--- src/rtl/ps2_host_tx.sv ---
// ps2_host_tx: PS/2 host-to-device command transmitter with line filtering and timeouts.
// Define PS2_TX_ACK_CHECK_EN to report a device NACK on tx_error instead of tx_done.
module ps2_host_tx #(
    parameter int INHIBIT_CYCLES = 1250,
    parameter int TIMEOUT_CYCLES = 187500
) (
    input  logic       clk,
    input  logic       reset,
    input  logic [7:0] tx_data,
    input  logic       tx_req,
    output logic       tx_busy,
    output logic       tx_done,
    output logic       tx_error,
    input  logic       ps2_clk_in,
    input  logic       ps2_data_in,
    output logic       ps2_clk_out,
    output logic       ps2_data_out,
    output logic       ps2_clk_dir,
    output logic       ps2_data_dir
);
    localparam int MAXC = INHIBIT_CYCLES > TIMEOUT_CYCLES ? INHIBIT_CYCLES : TIMEOUT_CYCLES;
    localparam int CW = $clog2(MAXC + 1);
    typedef enum logic [2:0] {IDLE, INHIBIT, START, BITS, ACK, WAIT_IDLE} state_t;
    state_t state_q, state_d;
    logic [1:0] clk_sync_q, data_sync_q;
    logic [3:0] hist_q;
    logic fclk_q, fclk_d, fclk_prev_q;
    logic [CW-1:0] cnt_q, cnt_d;
    logic [9:0] shift_q, shift_d;
    logic [3:0] bit_cnt_q, bit_cnt_d;
    logic ack_ok_q, ack_ok_d, done_q, done_d, error_q, error_d;
    logic fall, last_inh, timeout;

    assign fall     = fclk_prev_q & ~fclk_q;
    assign last_inh = cnt_q == CW'(INHIBIT_CYCLES - 1);
    assign timeout  = cnt_q == CW'(TIMEOUT_CYCLES - 1);
    assign tx_busy  = state_q != IDLE;
    assign tx_done  = done_q;
    assign tx_error = error_q;
    // filtered clock only moves once four consecutive samples agree
    assign fclk_d   = (&hist_q) ? 1'b1 : (~|hist_q) ? 1'b0 : fclk_q;

    always_ff @(posedge clk) begin
        if (reset) begin
            state_q     <= IDLE;
            clk_sync_q  <= 2'b11;
            data_sync_q <= 2'b11;
            hist_q      <= 4'hF;
            fclk_q      <= 1'b1;
            fclk_prev_q <= 1'b1;
            cnt_q       <= '0;
            shift_q     <= '0;
            bit_cnt_q   <= '0;
            ack_ok_q    <= 1'b0;
            done_q      <= 1'b0;
            error_q     <= 1'b0;
        end else begin
            state_q     <= state_d;
            clk_sync_q  <= {clk_sync_q[0], ps2_clk_in};
            data_sync_q <= {data_sync_q[0], ps2_data_in};
            hist_q      <= {hist_q[2:0], clk_sync_q[1]};
            fclk_q      <= fclk_d;
            fclk_prev_q <= fclk_q;
            cnt_q       <= cnt_d;
            shift_q     <= shift_d;
            bit_cnt_q   <= bit_cnt_d;
            ack_ok_q    <= ack_ok_d;
            done_q      <= done_d;
            error_q     <= error_d;
        end
    end

    always_comb begin
        state_d   = state_q;
        cnt_d     = cnt_q;
        shift_d   = shift_q;
        bit_cnt_d = bit_cnt_q;
        ack_ok_d  = ack_ok_q;
        done_d    = 1'b0;
        error_d   = 1'b0;
        case (state_q)
            IDLE: if (tx_req) begin
                state_d   = INHIBIT;
                cnt_d     = '0;
                shift_d   = {1'b1, ~^tx_data, tx_data};
                bit_cnt_d = '0;
            end
            INHIBIT: begin
                cnt_d = cnt_q + 1'b1;
                if (last_inh) begin
                    state_d = START;
                    cnt_d   = '0;
                end
            end
            default: begin
                cnt_d = cnt_q + 1'b1;
                if (fall) begin
                    cnt_d = '0;
                    case (state_q)
                        START: state_d = BITS;
                        BITS: begin
                            shift_d   = shift_q >> 1;
                            bit_cnt_d = bit_cnt_q + 1'b1;
                            if (bit_cnt_q == 4'd8) state_d = ACK;
                        end
                        ACK: begin
`ifdef PS2_TX_ACK_CHECK_EN
                            ack_ok_d = ~data_sync_q[1];
`else
                            ack_ok_d = 1'b1;
`endif
                            state_d = WAIT_IDLE;
                        end
                        default: ;
                    endcase
                end else if (timeout) begin
                    state_d = IDLE;
                    error_d = 1'b1;
                end
                if (state_q == WAIT_IDLE && fclk_q && data_sync_q[1]) begin
                    state_d = IDLE;
                    done_d  = ack_ok_q;
                    error_d = ~ack_ok_q;
                end
            end
        endcase
    end

    // data is driven low for the start bit from the last inhibit cycle until the device clocks
    always_comb begin
        ps2_clk_dir  = state_q == INHIBIT;
        ps2_clk_out  = state_q != INHIBIT;
        ps2_data_dir = (state_q == INHIBIT && last_inh) || state_q == START || state_q == BITS;
        ps2_data_out = state_q == BITS ? shift_q[0] : ~ps2_data_dir;
    end
endmodule

--- config.mk ---
export PLATFORM = sky130hd
export DESIGN_NAME = ps2_host_tx
export DESIGN_NICKNAME = d
export VERILOG_FILES = /design/src/rtl/ps2_host_tx.sv
export SDC_FILE = /design/constraint.sdc
export NUM_CORES = 1
export LEC_CHECK = 0
export ABC_AREA = 1
export BUFFER_PORTS_ARGS = -buffer_cell sky130_fd_sc_hd__clkbuf_2
export CORE_UTILIZATION = 60
export CTS_BUF_LIST = sky130_fd_sc_hd__clkbuf_8
export DETAILED_ROUTE_END_ITERATION = 7
export PLACE_DENSITY = 0.86
export SLEW_MARGIN = 0
export SYNTH_ARGS = -nofsm -noshare
export SYNTH_HDL_FRONTEND = slang
export SYNTH_SLANG_ARGS = --single-unit
--- constraint.sdc ---
create_clock -name clk -period 2.22 [get_ports clk]
set_input_delay 0.333 -clock clk [delete_from_list [all_inputs] [get_ports clk]]
set_output_delay 0.333 -clock clk [all_outputs]
set_load 0.02 [all_outputs]
== After elaboration in Yosys (flattened, before gate mapping) ==
Index checks and enable logic that the tools add are counted.

* Word-level logic and storage cells: 78
* Output and inout bits: 7
* Input bits: 13
* Bits in registers: 48

* Reductions and logical operators: 20
* $add $sub $neg: 2
* Equality and inequality tests: 13
* Bitwise operators: 7
* Muxes and demuxes: 24

{| class="wikitable"
|+ Operator list
! kind !! count
|-
| 2-to-1 mux 18 bit || 3
|-
| case mux 18 bit (2 select lines) || 1
|-
| 2-to-1 mux 10 bit || 3
|-
| case mux 10 bit (2 select lines) || 1
|-
| adder 18 x 1 -> 18 bit, second input constant || 1
|-
| == test 18 x 11 -> 1 bit, second input constant || 1
|-
| == test 18 bit, second input constant || 1
|-
| 2-to-1 mux 3 bit || 6
|-
| 2-to-1 mux 4 bit || 3
|-
| case mux 3 bit (3 select lines) || 1
|-
| case mux 4 bit (2 select lines) || 1
|-
| AND reduction 4 bit || 2
|-
| OR reduction 4 bit || 2
|-
| XNOR reduction 8 bit || 1
|-
| != test 7 x 2 -> 1 bit, second input constant || 1
|-
| == test 3 x 2 -> 1 bit, second input constant || 2
|-
| == test 3 bit, second input constant || 2
|-
| != test 6 x 5 -> 1 bit, second input constant || 1
|-
| inverter 1 bit || 6
|-
| case mux 3 bit (2 select lines) || 1
|-
| AND reduction 5 bit || 1
|-
| nonzero test 5 bit || 1
|-
| adder 4 x 1 -> 4 bit, second input constant || 1
|-
| == test 4 bit, second input constant || 1
|-
| other kinds (14) || 22
|}

== Logic depth before layout (Yosys ltp) ==
Gate-level depths: netlist of the first run.

* Depth in word-level cells: 6
* Depth in mapped cells: 11

== Least setup slack after synthesis of the first run ==
No wires, ideal clock.

* Path kind: reg-to-output
* From: register cnt_q[0]
* To: output port ps2_data_out
* Arrival time: 1411 ps
* Stages on the path, launching flop included: 7
* Path slack: 476 ps
* Path through: dfxtp_1 ha_1 nand2_1 nor2_1 nand3_1 o22ai_1 nand2_1

* Cells in the longest elaborated chain, start to end: 6

{| class="wikitable"
|+ RTL lines
! what !! RTL line !! text
|-
| start, declared || 28 || <nowiki>logic [CW-1:0] cnt_q, cnt_d;</nowiki>
|-
| start signal, assigned || 64 || <nowiki>cnt_q <= cnt_d;</nowiki>
|-
| == test 18 x 11 -> 1 bit || 35 || <nowiki>assign last_inh = cnt_q == CW'(INHIBIT_CYCLES - 1);</nowiki>
|-
| logical AND 1 bit || 133 || <nowiki>ps2_data_dir = (state_q == INHIBIT && last_inh) || state_q == START || state_q == BITS;</nowiki>
|-
| logical OR 1 bit (2 in a row) || 133 ||
|-
| via ps2_data_dir || 19 || <nowiki>output logic ps2_data_dir</nowiki>
|-
| inverter 1 bit || 134 || <nowiki>ps2_data_out = state_q == BITS ? shift_q[0] : ~ps2_data_dir;</nowiki>
|-
| 2-to-1 mux 1 bit || 134 ||
|-
| end, declared || 17 || <nowiki>output logic ps2_data_out,</nowiki>
|}

The timed path passes the listed nets, and every way through them passes these cells.

== Worst setup path in the final report of the first run ==
* From: register cnt_q[0]
* To: output port ps2_data_out

* Cells in the longest elaborated chain, start to end: 6

{| class="wikitable"
|+ RTL lines
! what !! RTL line
|-
| == test 18 x 11 -> 1 bit || 35
|-
| logical AND 1 bit || 133
|-
| logical OR 1 bit (2 in a row) || 133
|-
| inverter 1 bit || 134
|-
| 2-to-1 mux 1 bit || 134
|}

Every way passes these cells.

==> impl_metrics.env, run 1 <==
export IMPL_cts_clk_slew_worst_paths_ns=0.09
export IMPL_postSynthNetCount=361
export IMPL_wire_length_of_the_first_global_routing_pass_um=9030
export IMPL_crit_reg2reg_launch="state_q[0]"
export IMPL_cp_arrival_ns=1.73
export IMPL_antenna_cells_inserted=0
export IMPL_cp_startpoint="cnt_q[0]"
export IMPL_postSynthAreaPerCell_sq_um=7.21
export IMPL_floorplan_die_width_um=66.3
export IMPL_finalWorstPathRequiredPeriod_ns=2.06
export IMPL_required_ns=1.89
export IMPL_run_status="complete, no violations"
export IMPL_boundaryPins=20
export IMPL_nFillCells=330
export IMPL_critical_path_peak_fanout=6
export IMPL_grt_usage=0.270
export IMPL_grt_use_met1=0.314
export IMPL_detail_route_vias_per_cell=5.32
export IMPL_yosys_cell_types_count=39
export IMPL_final_setup_worst_slack_ns=0.160
export IMPL_postCtsHoldBufs=0
export IMPL_cts_root_buf="clkbuf_8"
export IMPL_globalRouteMet2Util=0.472
export IMPL_grt_max_degree=20
export IMPL_synth_sequential_area_ratio=0.388
export IMPL_tightest_slew_ns=0.367
export IMPL_cts_repair_timing_setup_buffer_count=0
export IMPL_seq_area_sq_um=961
export IMPL_edff_count_synth=0
export IMPL_synth_common_cells="83 x nand2_1, 48 x dfxtp_1, 39 x nor2_1"
export IMPL_post_drt_antenna_nets=0
export IMPL_first_pass_iters=4
export IMPL_rsz0062_at_grt="false"
export IMPL_flow_area_growth_from_synthesis_pct=8.78
export IMPL_floorplan_initialDensity=0.653
export IMPL_timing_final_crit_share=0.928
export IMPL_skew_ns=0.00534
export IMPL_fp_dieArea_sq_um=4390
export IMPL_holdCritPathClass="in2reg"
export IMPL_vdd_ir_drop_worst_uv=797
export IMPL_multi_input_area_sq_um=1310
export IMPL_dp_worst_setup_slack_ns=0.493
export IMPL_numPortBuffers=19
export IMPL_nets=381
export IMPL_worstSetupPathType="reg2out"
export IMPL_power_per_cell_area_nw_per_um2=1170
export IMPL_slew_headroom=0.755
export IMPL_tritoncts_clock_tree="built"
export IMPL_coreArea_sq_um=3800
export IMPL_drt_initial_drc_count=154
export IMPL_synthDominantCellAreaShare=0.388
export IMPL_cts_htree_levels=2
export IMPL_totalNegativeSetupSlack_ns=0
export IMPL_setup_viol=0
export IMPL_synth_most_common_cell="nand2_1"
export IMPL_vias_in_the_first_global_route=2112
export IMPL_antenna_found_initial=0
export IMPL_use_met3=0.0603
export IMPL_clock_latency_reported_for_the_late_side_of_the_worst_skew_pair_ns=0.31
export IMPL_max_clock_path_buffers=2
export IMPL_tritoncts_num_buffers=5
export IMPL_synth_main_ff_cell="dfxtp_1"
export IMPL_max_cap_violations=0
export IMPL_post_cts_resized=0
export IMPL_synth_largest_area_cell="dfxtp_1"
export IMPL_place_hpwl_um=3750
export IMPL_wl_per_cell_um=12.1
export IMPL_cts_sinks=48
export IMPL_global_route_peak_usage_layer="met2"
export IMPL_final_layout_size_suffix_gt1_frac=0.186
export IMPL_synthesis_yosys_warnings=0
export IMPL_synth_async_sr_flop_share=0
export IMPL_die_height_um=66.3
export IMPL_grt_ovfl_total=0
export IMPL_cell_area_after_technology_mapping_sq_um=2480
export IMPL_post_synth_main_area_contributors="dfxtp_1 39%, nand2_1 13%, nor2_1 5.9%"
export IMPL_slew_violations=0
export IMPL_crit_path_end_kind="primary output"
export IMPL_fmax_mhz=486
export IMPL_netlist_instances=344
export IMPL_leakage_nw=1.12
export IMPL_gp_congestion=0.834
export IMPL_drc=0
export IMPL_finalHoldViolCount=0
export IMPL_yosys_register_bits=48
export IMPL_hold_ws_ns=0.205
export IMPL_finalWirelength_um=5000
export IMPL_timing_critical_path_from_type="flop"
export IMPL_detailroute_via_count=2197
export IMPL_min_from="ps2_clk_in"
export IMPL_floorplan_rows=22
-- cells by family (layout without fill, tap and decap cells) --
kind of cell               count (synthesis)  count (layout)  synth area share
and+or+nand+nor                          184             184             0.350
AOI/OAI and AO/OA                         51              51             0.124
DFF                                       48              48             0.388
buffers and inverters                     48              69            0.0858
xor gates and xnor gates                   9               9            0.0318
adders and majority gates                  4               4            0.0202
-- cell type report --
cell class	instances	area share
flip-flops and latches	48	0.356
multi-input cells	248	0.484
clock inverters	3	0.0172
clock buffers	5	0.0255
well taps	48	0.0223
repair buffers	19	0.0353
inverters	42	0.0594
-- power by group --
part	internal (mW)	switching (mW)	total [mW]
logic	0.423	0.965	1.39
registers	1.01	0.119	1.13
clock network	0.339	0.305	0.644
total	1.77	1.39	3.16
-- layout by cell type (no fill, tap or decap), types with 5 or more instances in the layout --
master    instances
nand2_2           6
nor2_1           39
o21ai_0          18
inv_2             6
nand2_1          83
a31oi_1          10
nand3_1          16
clkbuf_8          5
dfxtp_1          48
xor2_1            5
clkbuf_2         19
a21oi_1          11
or2_2             8
nor2_2            8
nor3_1            8
inv_1            35
-- worst paths after layout --
path              endpoint  slack, ns  cells after the start
min reg2reg  clk_sync_q[1]       0.41                      1
max           ps2_data_out       0.16                      7
min          clk_sync_q[0]       0.20                      2
max reg2reg   bit_cnt_q[3]       0.49                      8
-- sequential cells by signal, indices dropped and copies added (netlist names) --
name,count
tx_error,1
clk_sync_q,2
hist_q,4
state_q,3
fclk_prev_q,1
shift_q,10
ack_ok_q,1
fclk_q,1
data_sync_q,2
cnt_q,18
bit_cnt_q,4
tx_done,1
-- critical path, cell delays in order (launching register included) --
cell      delay (ns)
dfxtp_1         0.44
ha_1            0.20
nand2_1         0.06
nor2_1          0.09
nand3_1         0.13
o22ai_1         0.24
nand2_1         0.10
clkbuf_2        0.17
-- metrics by stage --
stage	total power [mW]	utilization	cell area, sq um	cells
2_1_floorplan	2.34	-	2480	344
3_3_place_gp	2.47	0.680	2580	405
3_5_place_dp	2.52	0.680	2580	405
4_1_cts	3.17	0.710	2700	413
5_1_grt	3.44	0.710	2700	413
6_report	3.16	0.710	2700	413
-- metal layers --
layer / part of all wire / vias to the layer above
met2: 0.49 / 54
met5: 0 / -
met1: 0.44 / 985
li1: - / 1145
met3: 0.046 / 13
met4: 0.025 / 0
Note: power is estimated with default switching activity, not from simulation.
==> inputs of run 2 (changes only) <==
--- a/config.mk
+++ b/config.mk
@@ -8,8 +8,8 @@
 export ABC_AREA = 1
 export BUFFER_PORTS_ARGS = -buffer_cell sky130_fd_sc_hd__clkbuf_2
-export CORE_UTILIZATION = 60
+export CORE_UTILIZATION = 56
 export CTS_BUF_LIST = sky130_fd_sc_hd__clkbuf_8
 export DETAILED_ROUTE_END_ITERATION = 7
-export PLACE_DENSITY = 0.86
+export PLACE_DENSITY = 0.84
 export SLEW_MARGIN = 0
 export SYNTH_ARGS = -nofsm -noshare
==> constraint.sdc (replaced) <==
create_clock -name clk -period 1.73 [get_ports clk]
set_input_delay 0 -clock clk [delete_from_list [all_inputs] [get_ports clk]]
set_output_delay 0 -clock clk [all_outputs]
set_load 0.02 [all_outputs]
==> run 2 against run 1 <==
  * Worst setup slack worse by 0.0072 ns
  * Utilization is 1.9 points lower
  * Combinational power is 38% higher
==> impl_metrics.env, run 2 (same netlist as run 1, synthesis figures left out) <==
export IMPL_run_status="complete, no violations"
export IMPL_gp_congestion=0.912
export IMPL_grt_ovfl_total=0
export IMPL_switching_share=0.437
export IMPL_cts_sinks=48
export IMPL_floorplan_die_width_um=68.5
export IMPL_die_height_um=68.5
export IMPL_most_frequent_standard_cell_in_the_layout_excluding_fill_and_tap_cells="nand2_1"
export IMPL_vdd_ir_drop_worst_uv=1440
export IMPL_post_drt_antenna_nets=0
export IMPL_floorplan_rows=23
export IMPL_clock_latency_reported_for_the_late_side_of_the_worst_skew_pair_ns=0.31
export IMPL_skew_ns=0.00658
export IMPL_cts_htree_levels=2
export IMPL_most_common_layout_cells="83 x nand2_1, 43 x dfxtp_1, 38 x nor2_1, 35 x inv_1, 19 x clkbuf_2"
export IMPL_first_pass_iters=5
export IMPL_worstSetupPathType="reg2reg"
export IMPL_grt_max_degree=20
export IMPL_cp_arrival_ns=1.82
export IMPL_final_layout_size_suffix_gt1_frac=0.213
export IMPL_wl_per_cell_um=12.0
export IMPL_boundaryPins=20
export IMPL_crit_path_end_kind="flop"
export IMPL_wire_length_of_the_first_global_routing_pass_um=8530
export IMPL_detailroute_via_count=2293
export IMPL_finalHoldViolCount=0
export IMPL_totalNegativeSetupSlack_ns=0
export IMPL_placedCellCount=408
export IMPL_timing_final_crit_share=0.912
export IMPL_finalWirelength_um=5110
export IMPL_slew_headroom=0.756
export IMPL_clockPowerShare=0.197
export IMPL_timing_critical_path_cells="inv_2, nor2_2, nand2_2, inv_2, nand2_1, a21oi_4, buf_4, nand2_1, a21oi_1"
export IMPL_tightest_slew_ns=0.365
export IMPL_final_core_util=0.690
export IMPL_vias_in_the_first_global_route=2089
export IMPL_biggestRegsByFlops="cnt_q (18), shift_q (10)"
export IMPL_critical_path_max_stage_delay_ns=0.40
export IMPL_slew_violations=0
export IMPL_power_per_cell_area_nw_per_um2=1490
export IMPL_largest_register_ff_count=18
export IMPL_coreArea_sq_um=4120
export IMPL_crit_slowest_cell="dfxtp_2"
export IMPL_drt_initial_drc_count=181
export IMPL_max_clock_path_buffers=2
export IMPL_rsz0062_at_grt="false"
export IMPL_cts_clk_slew_worst_paths_ns=0.09
export IMPL_tritoncts_num_buffers=5
export IMPL_design_area_sq_um=2840
export IMPL_fp_dieArea_sq_um=4700
export IMPL_setup_reg_to_reg_worst_slack_ns=0.15
export IMPL_holdCritPathClass="in2reg"
export IMPL_numPortBuffers=19
export IMPL_setup_viol=0
export IMPL_internal_power_mw=2.38
export IMPL_finalPower_mw=4.22
export IMPL_place_hpwl_um=3600
export IMPL_largest_register="cnt_q"
export IMPL_flow_area_growth_from_synthesis_pct=14.6
export IMPL_fin_cells=426
export IMPL_critical_path_peak_fanout=7
export IMPL_dpl_instance_area_sq_um=2590
export IMPL_net_switching_power_mw=1.84
export IMPL_antenna_found_initial=0
export IMPL_share_of_power_burned_in_combinational_logic=0.455
export IMPL_seq_power_share=0.348
export IMPL_leakage_nw=1.18
export IMPL_tritoncts_clock_tree="built"
export IMPL_timing_critical_path_from_type="flop"
export IMPL_antenna_cells_inserted=0
export IMPL_finalWorstPathRequiredPeriod_ns=1.58
export IMPL_max_cap_violations=0
export IMPL_fmax_mhz=634
export IMPL_nets=392
export IMPL_required_ns=1.97
export IMPL_detail_route_vias_per_cell=5.38
export IMPL_floorplan_initialDensity=0.602
export IMPL_grt_usage=0.244
export IMPL_drc=0
export IMPL_cts_root_buf="clkbuf_8"
## run 2: cell count changes in the layout (fill, tap and decap cells not counted), moves of 2 or more
cell,change
buf_4,+3
dfxtp_1,-5
dfxtp_2,+5
clkinv_4,+2
dlygate4sd3_1,+8
nor2_4,+2
## run 2: what timing repair did
item / in CTS / in global routing
endpoints found under the setup margin: 0 / 21
hold buffers: 8 / 0
resized for setup: 0 / 13
endpoints found under the hold margin: 8 / 0
setup buffers: 0 / 2
## run 2: area by class of cell
class,count,area (sq um)
Clock inverter,3,47.5
Fill cell,324,1270
Multi-Input combinational cell,248,1330
Sequential cell,48,967
Clock buffer,5,68.8
Tap cell,50,62.6
Timing Repair Buffer,30,198
Inverter,42,165
## run 2: critical path: cells and delay by family, from the launching register on
family	cells	cell delay (ns)
flip-flops	1	0.40
AO/OA/AOI/OAI	2	0.40
AND/OR/NAND/NOR	4	0.37
buffers and inverters	3	0.34
## run 2: routing by layer
metal	GRT usage	up-vias	wire length [um]
met3	0.0609	8	187
met2	0.436	49	2530
met5	0	-	0
met1	0.276	1064	2310
met4	0.0911	0	89
li1	-	1172	-
## run 2: power by group through the flow
| stage | logic, mW | registers, mW | clock network, mW |
|---|---|---|---|
| final | 1.92 | 1.47 | 0.830 |
| after global routing | 2.15 | 1.49 | 0.875 |
| after CTS | 1.83 | 1.45 | 0.833 |
| after detailed placement | 1.79 | 1.47 | 0 |
| after global placement | 1.74 | 1.46 | 0 |
| after floorplan | 1.56 | 1.44 | 0 |
## run 2: final timing paths
path / start / endpoint / cells after the start
worst max-delay path: state_q[0] / cnt_q[9] / 9
worst min-delay path: tx_data[1] / shift_q[1] / 3
worst max register to register: state_q[0] / cnt_q[9] / 9
worst min register to register: data_sync_q[0] / data_sync_q[1] / 1
## run 2: per-stage QoR
stage	hold slack [ns]	setup WS [ns]
6_report	0.00721	0.153
5_1_grt	0.0138	0.00640
4_1_cts	0.00236	0.0254
3_5_place_dp	0.191	0.0400
3_3_place_gp	0.188	0.0913
2_1_floorplan	0.104	0.294
